==> src/rtl/demap_modulations.sv <==
// Hard-decision OFDM demapper: slices 8 I/Q symbols per beat, Gray-decodes each axis and packs
// the recovered bits LSB-first into 64-bit words through a three-stage pipeline.
module demap_modulations #(
  parameter int    DATA_SIZE  = 16,
  parameter string MODULATION = "BPSK"
) (
  input  logic                   clk,
  input  logic                   rst,
  input  logic                   in_valid,
  output logic                   in_ready,
  input  logic                   in_last,
  input  logic [8*DATA_SIZE-1:0] in_i,
  input  logic [8*DATA_SIZE-1:0] in_q,
  output logic                   out_valid,
  output logic [63:0]            out_data,
  output logic [6:0]             out_nbits,
  output logic                   out_last
);

  localparam int Bps = (MODULATION == "BPSK")   ? 1 :
                       (MODULATION == "QPSK")   ? 2 :
                       (MODULATION == "QAM16")  ? 4 :
                       (MODULATION == "QAM64")  ? 6 :
                       (MODULATION == "QAM256") ? 8 : 0;
  localparam int Levels    = (Bps <= 2) ? 2 : (1 << (Bps / 2));
  localparam int ChunkBits = 8 * Bps;
  localparam int AxisBits  = (Bps == 1) ? 1 : Bps / 2;
  localparam int SW        = DATA_SIZE + 2;

  localparam logic signed [SW-1:0] LevelsS = SW'(Levels);
  localparam logic signed [SW-1:0] KMaxS   = SW'(Levels - 1);
  localparam logic [3:0]           KMax    = 4'(Levels - 1);
  localparam logic [7:0]           IMask   = 8'((1 << AxisBits) - 1);
  localparam logic [7:0]           QMask   = (Bps == 1) ? 8'd0 : IMask;

  // QAM256 axis code indexed by level index (0 = most negative level).
  localparam logic [15:0][3:0] Gray256 = {4'h9, 4'hD, 4'hF, 4'hB, 4'hA, 4'hE, 4'hC, 4'h8,
                                          4'h0, 4'h4, 4'h6, 4'h2, 4'h3, 4'h7, 4'h5, 4'h1};

  if (Bps == 0) begin : gen_bad_modulation
    $error("demap_modulations: unsupported MODULATION %s", MODULATION);
  end

  // Nearest level index: floor((x+L)/2) clamped to [0, L-1]; even x rounds upward.
  function automatic logic [3:0] slice_axis(input logic signed [DATA_SIZE-1:0] x);
    logic signed [SW-1:0] sum;
    logic signed [SW-1:0] k;
    sum = {{2{x[DATA_SIZE-1]}}, x} + LevelsS;
    k   = sum >>> 1;
    if (k[SW-1]) return 4'd0;
    if (k > KMaxS) return KMax;
    return k[3:0];
  endfunction

  // BPSK..QAM64 use the reflected binary code; QAM256 has its own table.
  function automatic logic [3:0] gray_decode(input logic [3:0] k);
    logic [3:0] g;
    g = k ^ {1'b0, k[3:1]};
    if (Bps == 8) g = Gray256[k];
    return g;
  endfunction

  logic accept;
  logic block_q, block_d;

  logic            s1_valid_q, s1_last_q;
  logic [7:0][3:0] s1_ki_q, s1_kq_q, s1_ki_d, s1_kq_d;

  logic        s2_valid_q, s2_last_q;
  logic [63:0] s2_chunk_q, chunk_d;

  logic [127:0] gbuf_q, gbuf_d, merged;
  logic [6:0]   fill_q, fill_d;
  logic [7:0]   total;
  logic         pend_q, pend_d;

  logic        out_valid_q, out_valid_d;
  logic [63:0] out_data_q, out_data_d;
  logic [6:0]  out_nbits_q, out_nbits_d;
  logic        out_last_q, out_last_d;

  logic [3:0] gi, gq;
  logic [7:0] sym;

  assign in_ready = ~rst & ~block_q;
  assign accept   = in_valid & in_ready;
  assign block_d  = accept & in_last;

  // Outputs read zero for the whole reset cycle, not only after the clearing edge.
  assign out_valid = out_valid_q & ~rst;
  assign out_data  = rst ? 64'd0 : out_data_q;
  assign out_nbits = rst ? 7'd0 : out_nbits_q;
  assign out_last  = out_last_q & ~rst;

  always_comb begin
    s1_ki_d = '0;
    s1_kq_d = '0;
    for (int s = 0; s < 8; s++) begin
      s1_ki_d[s] = slice_axis(in_i[DATA_SIZE*s +: DATA_SIZE]);
      s1_kq_d[s] = slice_axis(in_q[DATA_SIZE*s +: DATA_SIZE]);
    end
  end

  always_comb begin
    chunk_d = '0;
    gi      = '0;
    gq      = '0;
    sym     = '0;
    for (int s = 0; s < 8; s++) begin
      gi      = gray_decode(s1_ki_q[s]);
      gq      = gray_decode(s1_kq_q[s]);
      sym     = ({4'd0, gi} & IMask) | (({4'd0, gq} & QMask) << AxisBits);
      chunk_d = chunk_d | ({56'd0, sym} << (s * Bps));
    end
  end

  always_comb begin
    merged      = gbuf_q | ({64'd0, s2_chunk_q} << fill_q);
    total       = {1'b0, fill_q} + 8'(ChunkBits);
    gbuf_d      = gbuf_q;
    fill_d      = fill_q;
    pend_d      = 1'b0;
    out_valid_d = 1'b0;
    out_data_d  = out_data_q;
    out_nbits_d = out_nbits_q;
    out_last_d  = out_last_q;
    if (pend_q) begin
      // Tail of a frame that overflowed one word on its last chunk.
      out_valid_d = 1'b1;
      out_data_d  = gbuf_q[63:0];
      out_nbits_d = fill_q;
      out_last_d  = 1'b1;
      gbuf_d      = '0;
      fill_d      = '0;
    end else if (s2_valid_q) begin
      if (s2_last_q && total <= 8'd64) begin
        out_valid_d = 1'b1;
        out_data_d  = merged[63:0];
        out_nbits_d = total[6:0];
        out_last_d  = 1'b1;
        gbuf_d      = '0;
        fill_d      = '0;
      end else if (total >= 8'd64) begin
        out_valid_d = 1'b1;
        out_data_d  = merged[63:0];
        out_nbits_d = 7'd64;
        out_last_d  = 1'b0;
        gbuf_d      = merged >> 64;
        fill_d      = 7'(total - 8'd64);
        pend_d      = s2_last_q;
      end else begin
        gbuf_d = merged;
        fill_d = total[6:0];
      end
    end
  end

  always_ff @(posedge clk) begin
    if (rst) begin
      block_q     <= 1'b0;
      s1_valid_q  <= 1'b0;
      s2_valid_q  <= 1'b0;
      gbuf_q      <= '0;
      fill_q      <= '0;
      pend_q      <= 1'b0;
      out_valid_q <= 1'b0;
      out_data_q  <= '0;
      out_nbits_q <= '0;
      out_last_q  <= 1'b0;
    end else begin
      block_q     <= block_d;
      s1_valid_q  <= accept;
      s2_valid_q  <= s1_valid_q;
      gbuf_q      <= gbuf_d;
      fill_q      <= fill_d;
      pend_q      <= pend_d;
      out_valid_q <= out_valid_d;
      out_data_q  <= out_data_d;
      out_nbits_q <= out_nbits_d;
      out_last_q  <= out_last_d;
    end
  end

  // Datapath registers are qualified by the valids above and need no reset.
  always_ff @(posedge clk) begin
    s1_ki_q    <= s1_ki_d;
    s1_kq_q    <= s1_kq_d;
    s1_last_q  <= in_last;
    s2_chunk_q <= chunk_d;
    s2_last_q  <= s1_last_q;
  end

endmodule
==> config.mk <==
export PLATFORM = sky130hd
export DESIGN_NAME = demap_modulations
export DESIGN_NICKNAME = d
export VERILOG_FILES = /design/src/rtl/demap_modulations.sv
export SDC_FILE = /design/constraint.sdc
export NUM_CORES = 1
export LEC_CHECK = 0
export CORE_MARGIN = 3
export CORE_UTILIZATION = 49
export CTS_CLUSTER_DIAMETER = 150
export DETAILED_ROUTE_END_ITERATION = 8
export GPL_TIMING_DRIVEN = 0
export PLACE_DENSITY = 0.8
export SLEW_MARGIN = 25
export SYNTH_ARGS = -nofsm -noshare
export SYNTH_HDL_FRONTEND = slang
export SYNTH_SLANG_ARGS = --single-unit
==> constraint.sdc <==
create_clock -name clk -period 2.7 [get_ports clk]
set_clock_uncertainty 0.05 [all_clocks]
set_input_delay 0.54 -clock clk [delete_from_list [all_inputs] [get_ports clk]]
set_output_delay 0.54 -clock clk [all_outputs]
set_load 0.01 [all_outputs]
# [Yosys cells after proc, flatten, opt, wreduce, memory -nomap -nowiden]
# Index checks and enable logic that the tools add are counted.
[totals] input_bits=260 reg_bits=238 elab_cells=151 output_inout_bits=74
[op_classes] n_addsub=10 n_bitwise=25 shifts=1 muxes=78 reduce_logical=6 magnitude_cmp=10
[ops] cell="$mux W64" count=5
[ops] cell="$mux W128" count=2
[ops] cell="$add A16 B3 Y17 const B" count=8
[ops] cell="$gt A16 B2 Y1 const B" count=8
[ops] cell="$or A128 B128 Y128" count=1
[ops] cell="$shl A8 B7 Y128" count=1
[ops] cell="$mux W2" count=32
[ops] cell="$mux W7" count=7
[ops] cell="$mux W1" count=32
[ops] cell="$add A7 B4 Y8 const B" count=1
[ops] cell="$ge A8 B7 Y1 const B" count=1
[ops] cell="$le A8 B7 Y1 const B" count=1
[ops] cell="$or A7 B8 Y8" count=1
[ops] cell="$xor A1 B1 Y1" count=8
[ops] cell="$or A6 B7 Y7" count=1
[ops] cell="$sub A7 B7 Y7 const B" count=1
[ops] cell="$or A5 B6 Y6" count=1
[ops] cell="$and A1 B1 Y1" count=5
[ops] cell="$or A4 B5 Y5" count=1
[ops] cell="$reduce_or A5 Y1" count=1
[ops] cell="$not A1 Y1" count=4
[ops] cell="$or A3 B4 Y4" count=1
[ops] cell="$or A2 B3 Y3" count=1
[ops] cell="$reduce_bool A3 Y1" count=1
[ops] cell="other kinds (5)" count=5

# [Logic depth before layout (Yosys ltp)]
# Gate-level depths: netlist (run 1).
[logic_depth] depth_word=8 mapped_depth=10 depth_no_buf=7

# [Worst setup path after synthesis (run 1)]
# OpenSTA, ideal clock, no wires.
[synth_path] path_kind="input -> register" from="in in_i[81]" to="reg s1_ki_q[20] in the netlist's numbering" t_arrival_ns=2.231 setup_time_ns=0.120 path_stages=7 required_time_ns=2.530 path_slack_ns=0.299 path_buffers=0 cell_sequence="ha_1 -> nor3_1 -> a21oi_1 -> a2111oi_0 -> nand2_1 -> or4_1 -> o31a_1"
[synth_via] elab_chain_cells=6 elab_cells_between_ends=8 cone_classes="add/sub (1); order compare (1); mux (6)"
[synth_rtl] item="start: declaration" line_no="12" text="input logic [8*DATA_SIZE-1:0] in_i,"
[synth_rtl] item="$add A16 B3 Y17 *" line_no="48" text="sum = {{2{x[DATA_SIZE-1]}}, x} + LevelsS;"
[synth_rtl] item="$gt A16 B2 Y1" line_no="51" text="if (k > KMaxS) return KMax;"
[synth_rtl] item="$mux W1 (2 in a row)" line_no="51"
[synth_rtl] item="$mux W2" line_no="52" text="return k[3:0];"
[synth_rtl] item="$mux W2 *" line_no="51"
[synth_rtl] item="end signal: assignment" line_no="186" text="s1_ki_q <= s1_ki_d;"
[synth_rtl] item="end: declaration" line_no="67" text="logic [7:0][3:0] s1_ki_q, s1_kq_q, s1_ki_d, s1_kq_d;"
# Every way passes the cells marked *; elsewhere a longest branch is shown, timed or not. The select of a mux whose other input is x is not followed.
# A chain may end at the register's enable or synchronous reset.

# [Final worst setup path (run 1)]
[layout_path] from="reg fill_q[4]" to="reg gbuf_q[29]"
[layout_via] elab_chain_cells=4 elab_cells_between_ends=8 cone_classes="add/sub (1); order compare (2); shift (1); mux (2); bitwise (1); reduce/logical (1)"
[layout_rtl] item="start: declaration" line_no="73" text="logic [6:0] fill_q, fill_d;"
[layout_rtl] item="start signal: assignment" line_no="175" text="fill_q <= fill_d;"
[layout_rtl] item="$add A7 B4 Y8 / $shl A8 B7 Y128 (equally long branches)" line_no="119, 118"
[layout_rtl] item="$ge A8 B7 Y1, or another cell as far along" line_no="143" text="end else if (total >= 8'd64) begin"
[layout_rtl] item="$mux W128 / $logic_and A1 B1 Y1 (equally long branches)" line_no="143, 136"
[layout_rtl] item="$mux W128 *" line_no="136" text="if (s2_last_q && total <= 8'd64) begin"
[layout_rtl] item="end signal: assignment" line_no="174" text="gbuf_q <= gbuf_d;"
[layout_rtl] item="end: declaration" line_no="72" text="logic [127:0] gbuf_q, gbuf_d, merged;"
# Every way passes the cells marked *; elsewhere a longest branch is shown, timed or not.

==> results of run 1 <==
final cells by class:
| class | instances | area, sq um |
|---|---|---|
| inverters | 27 | 101 |
| plain buffers | 117 | 489 |
| multi-input cells | 1169 | 6860 |
| clock inverters | 7 | 90.1 |
| well taps | 319 | 399 |
| flip-flops and latches | 233 | 4670 |
| fillers | 2080 | 8520 |
| clock buffers | 33 | 716 |
| repair buffers | 198 | 1980 |
layer usage:
layer  vias up  global-route usage  wire length (microns)
met5         -                   0                      0
met4         0               0.120                   1660
met3       124              0.0493                   3740
met2       685               0.430                  16100
met1      5617               0.356                  15700
li1       6037                   -                      -
through the flow:
stage	hold slack [ps]	cells	worst slack [ps]	utilization
floorplan	260	1548	299	-
detailed placement	268	2062	-532	0.606
global route	279	2103	-3.41	0.642
CTS	279	2104	14.9	0.641
finish	279	2103	23.8	0.642
global placement	264	2062	-518	0.605
cells by family after synthesis:
group / Yosys count / synth area share
adder cells (fa/ha/maj): 25 / 0.0259
multiplexers: 12 / 0.0104
buffers and inverters: 146 / 0.0483
flip-flops: 233 / 0.386
AND/OR/NAND/NOR: 691 / 0.296
XOR/XNOR: 24 / 0.0174
AO/OA/AOI/OAI: 417 / 0.216
worst register-to-register path: cells and delay by family, from the launching register on:
family          cells  cell delay, ps
buf+inv             4            1010
compound gates      3             880
simple gates        2             350
flops               1             310
layout by cell type (no fill, tap or decap), types with 39 or more instances in the layout:
| cell type | count |
|---|---|
| and2_1 | 72 |
| nand2_1 | 114 |
| nor2_1 | 121 |
| a21oi_1 | 195 |
| nor2b_1 | 84 |
| dfxtp_1 | 232 |
| nor3_1 | 133 |
| a211oi_1 | 92 |
| o21ai_0 | 39 |
| nand3_1 | 57 |
| clkdlybuf4s50_1 | 194 |
| clkbuf_1 | 80 |
where the power goes:
part	switching, mW	total [mW]	internal, mW
combinational	0.474	0.845	0.371
clock	1.34	3.36	2.03
sequential	0.0374	3.53	3.49
total	1.85	7.74	5.89
flip-flops by register name (all words and copies together) (netlist names):
name         cells
out_data_q      64
block_q          1
s2_chunk_q       8
s2_valid_q       1
pend_q           1
out_valid_q      1
s1_valid_q       1
out_last_q       1
gbuf_q         128
s1_last_q        1
s1_ki_q         16
s2_last_q        1
fill_q           4
out_nbits_q      5
cells in the mapped netlist, drive strengths merged, types with 4 or more instances:
library cell,count,area (sq um)
nand2b,7,43.8
nor2,122,458
o22ai,5,31.3
o21a,4,30.0
clkbuf,92,347
mux2i,8,80.1
a211oi,92,691
a2bb2oi,7,61.3
nor3b,6,45.0
nor3,136,681
nand4,25,156
o211ai,4,30.0
o31a,6,52.6
a22oi,9,67.6
o21ai,40,211
nor2b,84,526
or4,4,31.3
a21oi,195,976
nand3,58,295
and3,16,100
ha,25,313
inv,26,97.6
dfxtp,233,4660
a2111oi,6,58.8
mux2,4,45.0
a31oi,13,81.3
and4,11,96.3
and2,72,450
buf,27,135
xnor2,10,87.6
nand2,114,428
xor2,14,123
o31ai,5,37.5
nor4,19,119
what timing repair did:
| action | in CTS | in global routing |
|---|---|---|
| setup endpoints to repair | 135 | 134 |
| buffers inserted | 3 | 0 |
| resized for setup | 9 | 17 |
| pin swaps | 1 | 1 |
| cloned | 0 | 0 |
final timing paths:
path / startpoint / endpoint / cells after the start
setup / recovery: fill_q[4]$_SDFFE_PP0P_ / gbuf_q[29]$_SDFFE_PP0P_ / 9
hold / removal: s1_last_q$_DFF_P_ / s2_last_q$_DFF_P_ / 0
setup reg to reg: fill_q[4]$_SDFFE_PP0P_ / gbuf_q[29]$_SDFFE_PP0P_ / 9
hold reg to reg: s1_last_q$_DFF_P_ / s2_last_q$_DFF_P_ / 0
==> results.tsv, run 1 <==
stage	metric	value	unit
sta	Period minus WS final	2680	ps
route	mean number of vias per cell	5.93	
synth	Post-synth ARST share	0	
synth	Post-Syn Nets	1833	
layout	synth-to-layout area growth	26.8	%
global_routing	initial antenna violation count	0	
sta	slew margin rel.	0.397	
route	routed wire length per instance	17.7	microns
synth	EDFF count, synth	0	
place	DP Area	0.0144	sq mm
route	first-pass iteration count of the detailed router	6	
synth	post-synthesis sequential area ratio	0.386	
hold_path	Min-Delay Path Class	flop to flop	
floorplan	# rows	56	
worst_setup_path	Worst EP required	3080	ps
power_and_ir_drop	Static Leak	5.39	nW
run	max cap viols	0	
worst_setup_path	CP Class	flop to flop	
synth	syn_area_per_cell	7.80	sq um
clock_network	Max H-tree Level	1	
worst_setup_path	Crit Path Max Fanout	10	
clock_network	Root Buffer	clkbuf_16	
layout	Final Cell Area	0.0153	sq mm
global_routing	first-pass GRT wire length	58.8	mm
place	GPL Wtd Cong	0.993	
global_routing	largest net degree at the start of global routing	15	
sta	f_max	374	MHz
power_and_ir_drop	Pwr Density	506	mW/mm^2
route	Detailed Route WL	37.3	mm
worst_setup_path	Crit. End Element	flop	
floorplan	die area	0.0265	sq mm
layout	layout cell share with drive strength beyond 1	0.0555	
worst_setup_path	critical path arrival	3060	ps
global_routing	total gr overflow	0	
clock_network	Sink Count	233	
global_routing	vias in the first global route	11700	
layout	diode count	0	
route	drt initial violations	1139	
synth	Synth cell types	70	
synth	Synth Flop Type	dfxtp_1	
floorplan	Die Y	163	microns
sta	final-report hold violation count	0	
synth	Ys Warns	0	
worst_setup_path	CP cell instances	clkbuf_2 -> and3_1 -> clkbuf_1 -> o211a_1 -> o21ai_0 -> buf_2 -> clkbuf_2 -> nand3_1 -> a21oi_1	
clock_network	Skew-Pair Late Insertion Delay	520	ps
layout	Total Nets Final	2055	
clock_network	TritonCTS clock tree	built	
global_routing	GR Util All Layers	0.269	
run_status	status	finished, final reports clean	
worst_setup_path	crit-path leading delay family	buffers and inverters	
clock_network	hold bufs inserted after CTS	0	
worst_setup_path	delay of the slowest cell on the worst path	400	ps
synth	Gate Count Post-Synth	1548	
floorplan	Core Footprint	0.0238	sq mm
sta	RSZ-0062 raised after global routing	yes	
power_and_ir_drop	Overall Power	7.74	mW
sta	Worst Max-Slew Pin Slew	896	ps
place	hpwl dp	27.9	mm
worst_setup_path	Worst path slowest cell	o21ai_0	
synth	Post-Syn Area	0.0121	sq mm
place	Port Buffers	195	
clock_network	cts bufs inserted	24	
worst_setup_path	startpoint types	flop	
worst_setup_path	Buffers & Inverters on Critical Path	4	
route	# DRC	0	
worst_setup_path	reg2reg setup slack	20	ps
floorplan	IO Count	334	
sta	final setup vio count	0	
clock_network	clk buf depth	3	
sta	Final period util	0.991	
clock_network	Clock Pin Slew Worst Setup and Hold Paths	60	ps
sta	setup TNS	0	ps
synth	Yosys reg bits	233	
worst_setup_path	Most Frequent Cell on Critical Path	clkbuf_2	
floorplan	Die X	163	microns
floorplan	Starting Density	0.507	
sta	Final Max Slew Viols	0	
power_and_ir_drop	maximum VDD drop	0.390	mV
route	ANT nets after route	0	
route	total number of vias	12500	
Note: power is estimated with default switching activity, not from simulation.
==> run 2: changes to the inputs <==
--- a/config.mk
+++ b/config.mk
@@ -9,7 +9,6 @@
 export CORE_UTILIZATION = 49
 export CTS_CLUSTER_DIAMETER = 150
 export DETAILED_ROUTE_END_ITERATION = 8
-export GPL_TIMING_DRIVEN = 0
 export PLACE_DENSITY = 0.8
 export SLEW_MARGIN = 25
 export SYNTH_ARGS = -nofsm -noshare
==> results.tsv, run 2 (synthesis gave the netlist of run 1 again) <==
stage	metric	value	unit
route	# DRC	0	
sta	setup TNS	0	ps
clock_network	clk buf depth	3	
global_routing	largest net degree at the start of global routing	67	
worst_setup_path	worst reg2reg path depth	7	
power_and_ir_drop	switch share	0.236	
layout	synth-to-layout area growth	29.5	%
worst_setup_path	Buffers & Inverters on Critical Path	1	
worst_setup_path	Crit Path Max Fanout	6	
power_and_ir_drop	Pwr Density	505	mW/mm^2
layout	max FFs per register	128	
run_status	status	finished, final reports clean	
worst_setup_path	startpoint types	input pin	
sta	final setup vio count	0	
worst_setup_path	CP Class	input pin to flop	
sta	final-report hold violation count	0	
layout	Total Nets Final	2034	
layout	multi-input logic area	0.00686	sq mm
floorplan	Die Y	163	microns
clock_network	post_cts resized	0	
layout	Largest regs	gbuf_q x128, out_data_q x64, s1_ki_q x16	
power_and_ir_drop	Static Leak	5.66	nW
sta	hold slack final	311	ps
layout	Fillers	2003	
worst_setup_path	delay of the slowest cell on the worst path	540	ps
sta	RSZ-0062 raised after global routing	no	
power_and_ir_drop	Switch Pwr	1.86	mW
worst_setup_path	Crit. End Element	flop	
floorplan	Die X	163	microns
layout	largest reg by FF count	gbuf_q	
power_and_ir_drop	Overall Power	7.89	mW
global_routing	vias in the first global route	11300	
clock_network	TritonCTS clock tree	built	
clock_network	Skew-Pair Late Insertion Delay	510	ps
layout	FF+latch area	0.00467	sq mm
route	first-pass iteration count of the detailed router	6	
clock_network	Sink Count	233	
worst_setup_path	reg-to-reg critical path startpoint	fill_q[3]$_SDFFE_PP0P_	
sta	Period minus WS final	2570	ps
global_routing	initial antenna violation count	0	
worst_setup_path	reg2reg setup slack	180	ps
hold_path	hold path start	s1_last_q$_DFF_P_	
clock_network	Clock Pin Slew Worst Setup and Hold Paths	60	ps
place	GPL Wtd Cong	0.913	
worst_setup_path	crit-path leading delay family	simple AND/OR/NAND/NOR gates	
hold_path	Min-Delay Path Class	flop to flop	
layout	layout cell share with drive strength beyond 1	0.0912	
worst_setup_path	CP cell instances	clkdlybuf4s50_1 -> ha_1 -> and4_1 -> a21oi_1 -> a2111oi_1 -> nand2_1 -> or4_1 -> o31a_1	
clock_network	Root Buffer	clkbuf_16	
sta	f_max	390	MHz
layout	Final Util	0.656	
layout	most frequent cells in the layout	dfxtp_1 (232), clkdlybuf4s50_1 (196), a21oi_1 (195), nor3_1 (136), nor2_1 (122)	
sta	Final period util	0.950	
global_routing	first-pass GRT wire length	56.3	mm
place	hpwl dp	24.3	mm
power_and_ir_drop	Pint	6.03	mW
power_and_ir_drop	maximum VDD drop	0.444	mV
power_and_ir_drop	Clock Power Share	0.441	
global_routing	GR Util All Layers	0.251	
hold_path	Hold EP	s2_last_q$_DFF_P_	
layout	Non-Filler Instances	2085	
route	mean number of vias per cell	5.89	
clock_network	cts bufs inserted	24	
route	ANT nets after route	0	
sta	Worst Max-Slew Pin Slew	944	ps
layout	diode count	0	
power_and_ir_drop	Logic pwr share	0.111	
place	Port Buffers	197	
worst_setup_path	critical path arrival	2910	ps
floorplan	IO Count	334	
sta	Final Max Slew Viols	0	
route	Detailed Route WL	34.8	mm
place	Cells after DPL	2042	
worst_setup_path	Worst path slowest cell	or4_1	
worst_setup_path	reg2reg end	out_data_q[34]$_SDFFE_PP0P_	
power_and_ir_drop	Flop pwr share	0.447	
hold_path	hold path depth	0	
floorplan	Core Footprint	0.0238	sq mm
route	total number of vias	12300	
floorplan	# rows	56	
route	routed wire length per instance	16.7	microns
run	max cap viols	0	
floorplan	Starting Density	0.507	
clock_network	Post CTS Setup Buffer Count	0	
route	drt initial violations	1403	
sta	slew margin rel.	0.368	
floorplan	die area	0.0265	sq mm
clock_network	hold bufs inserted after CTS	0	
global_routing	total gr overflow	0	
layout	commonest non-fill, non-tap cell in the layout	dfxtp_1	
worst_setup_path	Worst EP required	3050	ps
clock_network	Max H-tree Level	1	
[run 2: changes by cell type in the layout (fill, tap and decap cells not counted), sizes merged, moves of 2 or more]
| cell | before | now |
|---|---|---|
| inv | 26 | 28 |
| buf | 29 | 98 |
| clkinv | 4 | 6 |
| clkdlybuf4s50 | 194 | 196 |
| clkbuf | 124 | 32 |
[run 2: through the flow]
stage	cell area, sq um	setup slack (ps)
6_report	15600	134
5_1_grt	15600	8.31
4_1_cts	15600	103
2_1_floorplan	12100	299
3_3_place_gp	14800	-343
3_5_place_dp	14800	-416
[run 2: how the worst max path moves through the flow]
stage             start                     end  slack [ps]  cells past startpoint
5_1_grt        in_i[81]  s1_ki_q[20]$_SDFF_PN0_           8                      8
6_report       in_i[81]  s1_ki_q[20]$_SDFF_PN0_         130                      8
3_3_place_gp   in_i[81]  s1_ki_q[20]$_SDFF_PN0_        -340                      8
2_1_floorplan  in_i[81]  s1_ki_q[20]$_SDFF_PN0_         300                      7
3_5_place_dp   in_i[81]  s1_ki_q[20]$_SDFF_PN0_        -420                      8
4_1_cts        in_i[81]  s1_ki_q[20]$_SDFF_PN0_         100                      8
[run 2: cell type report]
cell class	count	area share
well taps	319	0.0255
clock inverters	11	0.00913
clock buffers	32	0.0449
multi-input cells	1169	0.439
repair buffers	294	0.177
flip-flops and latches	233	0.298
inverters	27	0.00648
[run 2: worst register-to-register path, delay by kind of cell, from the launching register on]
family / cells / cell delay, ps
buf+inv: 1 / 270
mux: 1 / 420
flops: 1 / 470
compound gates: 2 / 340
simple gates: 3 / 890
[run 2: power by group through the flow]
stage | sequential [mW] | combinational (mW) | clock [mW]
global placement | 3.60 | 0.844 | 0
floorplan | 3.59 | 0.397 | 0
finish | 3.53 | 0.880 | 3.48
CTS | 3.53 | 0.870 | 3.52
global route | 3.54 | 0.958 | 3.67
detailed placement | 3.61 | 0.865 | 0
[run 2: metal layers]
layer  wire length [microns]  GRT usage  part of all wire
met3                    3420     0.0498             0.098
met5                       0          0                 0
met1                   15000      0.346              0.43
met2                   15100      0.395              0.44
met4                    1170     0.0869             0.034
